[src/rtl/mul_accum_if.sv]
// Stream bundle for mul_accum: 8-bit product input and ACC_W-bit result output.
// The master side is the producer/consumer; the slave side is the accumulator.
interface mul_accum_if #(
  parameter int unsigned ACC_W = 10
) ();
  logic [7:0]       in_data;
  logic             in_valid;
  logic             in_ready;
  logic [ACC_W-1:0] out_sum;
  logic             out_ovf;
  logic             out_valid;
  logic             out_ready;

  modport master (
    output in_data, in_valid, out_ready,
    input  in_ready, out_sum, out_ovf, out_valid
  );

  modport slave (
    input  in_data, in_valid, out_ready,
    output in_ready, out_sum, out_ovf, out_valid
  );
endinterface

[src/rtl/mul_accum.sv]
// Sums each group of LEN unsigned 8-bit products into one ACC_W-bit result.
// The result is held on a valid/ready port with a sticky wrap flag.
module mul_accum #(
  parameter int unsigned LEN   = 4,
  parameter int unsigned ACC_W = 10
) (
  input  logic        clk_i,
  input  logic        rst_ni,
  input  logic        clr_i,
  mul_accum_if.slave  bus
);
  localparam int unsigned CntW = $clog2(LEN);

  typedef enum logic [0:0] {StAcc, StDone} state_e;

  state_e             state_q, state_d;
  logic [ACC_W-1:0]   acc_q, acc_d;
  logic [CntW-1:0]    cnt_q, cnt_d;
  logic               ovf_q, ovf_d;
  logic [ACC_W-1:0]   sum_q, sum_d;
  logic               out_ovf_q, out_ovf_d;
  logic               valid_q, valid_d;
  logic [ACC_W:0]     add;

  // One extra bit captures the carry out of the wrapped accumulator.
  assign add = {1'b0, acc_q} + (ACC_W + 1)'(bus.in_data);

  always_comb begin
    state_d   = state_q;
    acc_d     = acc_q;
    cnt_d     = cnt_q;
    ovf_d     = ovf_q;
    sum_d     = sum_q;
    out_ovf_d = out_ovf_q;
    valid_d   = valid_q;
    if (clr_i) begin
      state_d = StAcc;
      acc_d   = '0;
      cnt_d   = '0;
      ovf_d   = 1'b0;
      valid_d = 1'b0;
    end else begin
      unique case (state_q)
        StAcc: begin
          if (bus.in_valid) begin
            if (cnt_q == CntW'(LEN - 1)) begin
              sum_d     = add[ACC_W-1:0];
              out_ovf_d = ovf_q | add[ACC_W];
              valid_d   = 1'b1;
              acc_d     = '0;
              cnt_d     = '0;
              ovf_d     = 1'b0;
              state_d   = StDone;
            end else begin
              acc_d = add[ACC_W-1:0];
              cnt_d = cnt_q + CntW'(1);
              ovf_d = ovf_q | add[ACC_W];
            end
          end
        end
        StDone: begin
          if (bus.out_ready) begin
            valid_d = 1'b0;
            state_d = StAcc;
          end
        end
        default: state_d = StAcc;
      endcase
    end
  end

  always_ff @(posedge clk_i or negedge rst_ni) begin
    if (!rst_ni) begin
      state_q   <= StAcc;
      acc_q     <= '0;
      cnt_q     <= '0;
      ovf_q     <= 1'b0;
      sum_q     <= '0;
      out_ovf_q <= 1'b0;
      valid_q   <= 1'b0;
    end else begin
      state_q   <= state_d;
      acc_q     <= acc_d;
      cnt_q     <= cnt_d;
      ovf_q     <= ovf_d;
      sum_q     <= sum_d;
      out_ovf_q <= out_ovf_d;
      valid_q   <= valid_d;
    end
  end

  // in_ready depends on state only, never on out_ready.
  assign bus.in_ready  = (state_q == StAcc);
  assign bus.out_sum   = sum_q;
  assign bus.out_ovf   = out_ovf_q;
  assign bus.out_valid = valid_q;
endmodule

[src/flat_wrapper.sv]
// flat-port wrapper written by rule: the top's interface ports become plain ports
module mul_accum_flat 
#(
  parameter int unsigned LEN   = 4,
  parameter int unsigned ACC_W = 10
)
  (clk_i, rst_ni, clr_i, bus_in_data, bus_in_valid, bus_out_ready, bus_in_ready, bus_out_sum, bus_out_ovf, bus_out_valid);
  mul_accum_if #(.ACC_W(ACC_W)) bus_i ();
  input  logic clk_i;
  input  logic rst_ni;
  input  logic clr_i;
  input wire logic [$bits(bus_i.in_data)-1:0] bus_in_data;
  input wire logic [$bits(bus_i.in_valid)-1:0] bus_in_valid;
  input wire logic [$bits(bus_i.out_ready)-1:0] bus_out_ready;
  output wire logic [$bits(bus_i.in_ready)-1:0] bus_in_ready;
  output wire logic [$bits(bus_i.out_sum)-1:0] bus_out_sum;
  output wire logic [$bits(bus_i.out_ovf)-1:0] bus_out_ovf;
  output wire logic [$bits(bus_i.out_valid)-1:0] bus_out_valid;
  assign bus_i.in_data = bus_in_data;
  assign bus_i.in_valid = bus_in_valid;
  assign bus_i.out_ready = bus_out_ready;
  assign bus_in_ready = bus_i.in_ready;
  assign bus_out_sum = bus_i.out_sum;
  assign bus_out_ovf = bus_i.out_ovf;
  assign bus_out_valid = bus_i.out_valid;
  mul_accum #(.LEN(LEN), .ACC_W(ACC_W)) u_core (.clk_i(clk_i), .rst_ni(rst_ni), .clr_i(clr_i), .bus(bus_i));
endmodule
[config.mk]
export PLATFORM = sky130hd
export DESIGN_NAME = mul_accum_flat
export DESIGN_NICKNAME = d
export VERILOG_FILES = /design/src/rtl/mul_accum_if.sv /design/src/rtl/mul_accum.sv /design/src/flat_wrapper.sv
export SDC_FILE = /design/constraint.sdc
export NUM_CORES = 1
export LEC_CHECK = 0
export BUFFER_PORTS_ARGS = -buffer_cell sky130_fd_sc_hd__buf_2
export CELL_PAD_IN_SITES_DETAIL_PLACEMENT = 0
export CELL_PAD_IN_SITES_GLOBAL_PLACEMENT = 1
export CORE_UTILIZATION = 37
export CTS_CLUSTER_SIZE = 8
export DETAILED_ROUTE_END_ITERATION = 10
export PLACE_DENSITY_LB_ADDON = 0.1
export SLEW_MARGIN = 25
export SYNTH_ARGS = -nofsm -noshare
export SYNTH_HDL_FRONTEND = slang
export SYNTH_SLANG_ARGS = --single-unit
export TNS_END_PERCENT = 10
[constraint.sdc]
create_clock -name clk_i -period 1.7 [get_ports clk_i]
set_input_delay 0.085 -clock clk_i [delete_from_list [all_inputs] [get_ports clk_i]]
set_output_delay 0.085 -clock clk_i [all_outputs]
set_load 0.05 [all_outputs]
Yosys cells after proc, flatten, opt, wreduce, memory -nomap -nowiden:

Cells that the tools add are included.
W data, S select, Z words.

* bits in registers: 26
* bits of input ports: 13
* output and inout port bits: 13
* word-level logic and storage cells: 43

* add/subtract/negate cells: 2
* equal/unequal tests: 5
* muxes and demuxes: 22
* bitwise gates (word level): 3
* reduce and logical (&&, ||, !) cells: 4

Operators with widths (number)
* $mux W10: 4
* $mux W1: 12
* $add A10 B8 Y11: 1
* $mux W2: 4
* $ne A3 B3 Y1 const B: 2
* $pmux W1 S2: 2
* $reduce_and A4 Y1: 1
* $ne A3 B2 Y1 const B: 1
* $reduce_and A3 Y1: 1
* $add A2 B1 Y2 const B: 1
* $eq A2 B2 Y1 const B: 1
* $ne A2 B2 Y1 const B: 1
* $not A1 Y1: 2
* $reduce_and A2 Y1: 1
* $reduce_bool A2 Y1: 1
* $or A1 B1 Y1: 1

Logic depth before layout (Yosys ltp):

* depth after elaboration: 6
* mapped depth: 6
* gate-level depth less buffers: 6

Worst setup path after synthesis:

Ideal clock, no wire load.

* path kind: register -> register
* start: register u_core.acc_q[0]
* end: register u_core.sum_q[8] (netlist: u_core.bus.out_sum[8])
* arrival time: 1.757 ns
* required time: 1.630 ns
* slack: -0.126 ns
* stages on the path, launching flop included: 7
* buffers on the path: 0
* cell sequence: dfrtp_1 ha_1 fa_1 nand3_1 a211oi_1 or4_1 nand3_1

* word-level cells in the longest chain between the ends: 1

Ends and longest elaborated chain
* start: declaration: RTL line mul_accum.sv:17 `logic [ACC_W-1:0] acc_q, acc_d;`
* start signal: assignment: RTL line mul_accum.sv:75 `acc_q <= '0;`
* start signal: assignment: RTL line mul_accum.sv:83 `acc_q <= acc_d;`
* $add A10 B8 Y11: RTL line mul_accum.sv:26 `assign add = {1'b0, acc_q} + (ACC_W + 1)'(bus.in_data);`
* end signal: assignment: RTL line mul_accum.sv:86 `sum_q <= sum_d;`
* end: declaration: RTL line mul_accum.sv:20 `logic [ACC_W-1:0] sum_q, sum_d;`

No other way between the ends.
A chain may end at the register's enable or synchronous reset.

Worst setup path in the final report:

* start: register u_core.acc_q[0]
* end: register u_core.out_ovf_q (netlist: u_core.bus.out_ovf)

* word-level cells in the longest chain between the ends: 2

Ends and longest elaborated chain
* $add A10 B8 Y11: RTL line mul_accum.sv:26
* $or A1 B1 Y1: RTL line mul_accum.sv:48 `out_ovf_d = ovf_q | add[ACC_W];`
* end signal: assignment: RTL line mul_accum.sv:87 `out_ovf_q <= out_ovf_d;`
* end: declaration: RTL line mul_accum.sv:21 `logic out_ovf_q, out_ovf_d;`

No other way between the ends.

==> qor.txt <==
==================================================================================================
P_sw ................................................................................       769 uW
Placeable core region ...............................................................   3470 sq um
Cell variety after synth ............................................................           34
Number of global-route vias before repair ...........................................         1223
Worst clock skew on the final layout ................................................   0.00623 ns
Cells after Synth ...................................................................          141
Slack of the worst reg-to-reg path ..................................................     -0.09 ns
HPWL after DPL ......................................................................      2360 um
First DRT Iteration DRCs ............................................................           21
Quantity of I/O buffers inserted on ports ...........................................           25
Delay contributed by the slowest stage of the critical path .........................      0.42 ns
I/O pin total .......................................................................           26
Starting utilization of the core area ...............................................        40.0%
Top delay family on crit path .......................................................  adder cells
RSZ-0062 raised after global routing ................................................          yes
Placement row count .................................................................           21
Fin Setup TNS .......................................................................    -0.340 ns
Crit path max-delay cell type .......................................................      dfrtp_1
Static Leakage ......................................................................     0.867 nW
Layout Cell Area excl Fill ..........................................................   1880 sq um
Max Cap Viol ........................................................................            0
Slew of the pin with the lowest slew margin .........................................     0.946 ns
Overflow left after global routing ..................................................            0
Total count of max-transition violations in the final report ........................            0
NumNets Final .......................................................................          209
Clock transition time at the flip-flop clock pins of the worst setup and hold paths .      0.09 ns
CP Data Required Time ...............................................................      1.85 ns
Period minus WS final ...............................................................      1.79 ns
Post-synthesis average cell area ....................................................   9.83 sq um
Final setup violation count .........................................................            6
Worst-Skew Late Latency .............................................................      0.27 ns
Failing checks ...................................................................... negative setup slack
Most repeated cell in the gate-level netlist after synthesis ........................      dfrtp_1
Critical path peak fanout ...........................................................            3
Detailed-router iteration count before antenna repair ...............................            4
Die X ...............................................................................      63.2 um
Largest cells by area after synthesis ............................................... dfrtp_1, ha_1, nand2_1
Diodes inserted .....................................................................            0
Global-route wire length before repair ..............................................      5690 um
Fraction of power consumed by the clock network .....................................        18.3%
#FFs+latches synth ..................................................................           26
Share of power burned in combinational logic ........................................        41.3%
Data arrival time of the worst path .................................................      1.95 ns
Number of CTS-inserted buffers ......................................................            3
Routability Congestion ..............................................................        0.852
Predominant post-synthesis flop cell ................................................      dfrtp_1
Final hold violations ...............................................................            0
Async S/R FF share, synth ...........................................................         100%
Category of the worst setup path capture point ......................................     register
Switching Share .....................................................................        39.3%
CTS Root Cell .......................................................................     clkbuf_8
Maximum ir drop on the vdd rail .....................................................       393 uV
CTS tree ............................................................................          yes
Buf+Inv Stages, Crit Path ...........................................................            1
Area Overhead vs Synth ..............................................................        35.7%
Post-synth top area cell ............................................................      dfrtp_1
Type of origin of the critical path .................................................     register
Run status .......................................................................... finished, violations left
Power per standard cell area ........................................................ 1040 nW/um^2
Per-cell via count in the routed design .............................................         5.30
Flop pwr share ......................................................................        40.4%
Fraction of the cycle the final worst path needs ....................................         105%
Number of antenna violations at the first check in global routing ...................            0
Combined global-route utilization of all metal layers ...............................        18.1%
Critical path, cell by cell ......................................................... ha_4 -> fa_2 -> nand3_4 -> a211oi_4 -> buf_4 -> o211ai_1 -> a21oi_1
Final WL ............................................................................      3310 um
Yosys top cell area share ...........................................................        46.9%
Total via count in the routed design ................................................         1218
Post-Syn Nets .......................................................................          164
Average routed wire per standard cell ...............................................      14.4 um
Die Area ............................................................................   4000 sq um
EDFF count, synth ...................................................................            0
CTS sink count ......................................................................           26
Fraction of final layout cells with drive strength greater than 1 ...................        36.4%
Path type of the worst min-delay path ............................................... input port to register
Sequential-to-total area share from yosys stat ......................................        46.9%
Max Clock Freq ......................................................................      558 MHz
Category of the most critical setup path ............................................ register to register
H-tree depth ........................................................................            1
Antenna-violating nets left .........................................................            0
Pin count of the biggest net entering global routing ................................           27
Height of the die ...................................................................      63.2 um
Area of the mapped netlist ..........................................................   1390 sq um
Count of yosys warnings during synthesis ............................................            0
Standard cell area after detailed placement .........................................   1690 sq um
Cell types with the highest counts after synthesis .................................. dfrtp_1, nand2_1, o21ai_0
CTS max path bufs ...................................................................            2
Setup slack of the critical path after layout .......................................   -0.0916 ns
Drc violations ......................................................................            0
Max transition margin ...............................................................        36.9%
Internal Power ......................................................................      1.19 mW
==================================================================================================
-- kinds of logic (layout without fill, tap and decap cells) --
| logic type | count (synthesis) | after routing | share of synthesized area (%) |
|---|---|---|---|
| simple gates | 41 | 41 | 14.1 |
| mux | 1 | 1 | 0.722 |
| xor+xnor | 4 | 4 | 2.53 |
| flops | 26 | 26 | 46.9 |
| buf+inv | 7 | 50 | 1.99 |
| compound gates | 52 | 52 | 24.2 |
| fa+ha+maj | 10 | 10 | 9.57 |
-- worst reg2reg max path, stage by stage (launching register included) --
cell and delay, ns:
dfrtp_1 0.42, ha_4 0.19, fa_2 0.39, nand3_4 0.09, a211oi_4 0.07, buf_4 0.16
o211ai_1 0.25, a21oi_1 0.11
-- area by class of cell --
class	instances	area, sq um
multi-input combinational	108	848
sequential	26	651
timing repair buffer	44	273
fill	326	1590
tap	46	57.6
clock buffer	3	41.3
inverter	3	11.3
-- metrics by stage --
step | cells | hold slack (ns) | util [%] | total power, mW | setup slack (ns)
after global routing | 230 | 0.0889 | 54.3 | 2.08 | -0.140
final | 230 | 0.0701 | 54.3 | 1.96 | -0.0916
after global placement | 224 | 0.126 | 48.7 | 1.51 | -0.0468
after detailed placement | 224 | 0.130 | 48.7 | 1.52 | -0.0512
after CTS | 229 | 0.0712 | 51.2 | 1.90 | -0.0787
after floorplan | 141 | -0.211 | - | 1.29 | 0.00349
-- power groups by stage --
stage	logic (mW)	registers (mW)	clock network, mW
after floorplan	0.298	0.994	0
after global placement	0.716	0.791	0
after detailed placement	0.723	0.798	0
after CTS	0.748	0.786	0.362
after global routing	0.880	0.807	0.393
final	0.808	0.790	0.358
-- placed cells by master, fill, tap and decap left out, types with 2 or more instances in the layout --
cell type and count:
o211ai_1 4, o311a_1 2, nand2_1 22, buf_2 25, o31ai_1 3, ha_4 5
a22o_1 2, xnor2_1 2, o21ai_0 10, ha_2 2, clkbuf_8 3, a21o_1 3
a211oi_2 2, a21oi_1 8, dfrtp_1 26, o21ai_1 6, ha_1 2, buf_4 17
a21oi_2 3, inv_1 3, dlygate4sd3_1 2, nand3_1 2, o21a_1 2, nor2_1 4
nor3_1 3
-- per-layer routing --
layer  vias to the layer above  wire [um]  GRT usage (%)
met3                         2         71           2.36
met2                        17       1630           29.8
met4                         0         17           4.26
met5                         -          0              0
met1                       588       1590           25.1
li1                        611          -              -
-- flip-flops by register name, indices dropped and copies added, names as in the netlist --
name / cells
u_core.bus.out_valid: 1
u_core.bus.out_sum: 10
u_core.acc_q: 10
u_core.cnt_q: 2
u_core.bus.out_ovf: 1
u_core.state_q: 1
u_core.ovf_q: 1
-- what timing repair did --
action / 4_1_cts / 5_1_grt
setup endpoints to repair: 12 / 13
hold buffers: 2 / 0
hold endpoints to repair: 27 / 0
gates cloned: 0 / 0
resized for setup: 6 / 19
pin swaps: 3 / 13
buffers inserted: 0 / 1
-- path summary, 6_finish.rpt --
check                                            from                    end  depth (start not counted)
worst max-delay path                  u_core.acc_q[0]     u_core.bus.out_ovf                          7
worst min-delay path                            clr_i   u_core.bus.out_valid                          2
worst max register to register        u_core.acc_q[0]     u_core.bus.out_ovf                          7
worst min register to register  u_core.bus.out_sum[1]  u_core.bus.out_sum[1]                          2
max in group asynchronous                      rst_ni        u_core.acc_q[1]                          2
min in group asynchronous                      rst_ni        u_core.acc_q[4]                          2
Power figures use the tool's default switching activity.
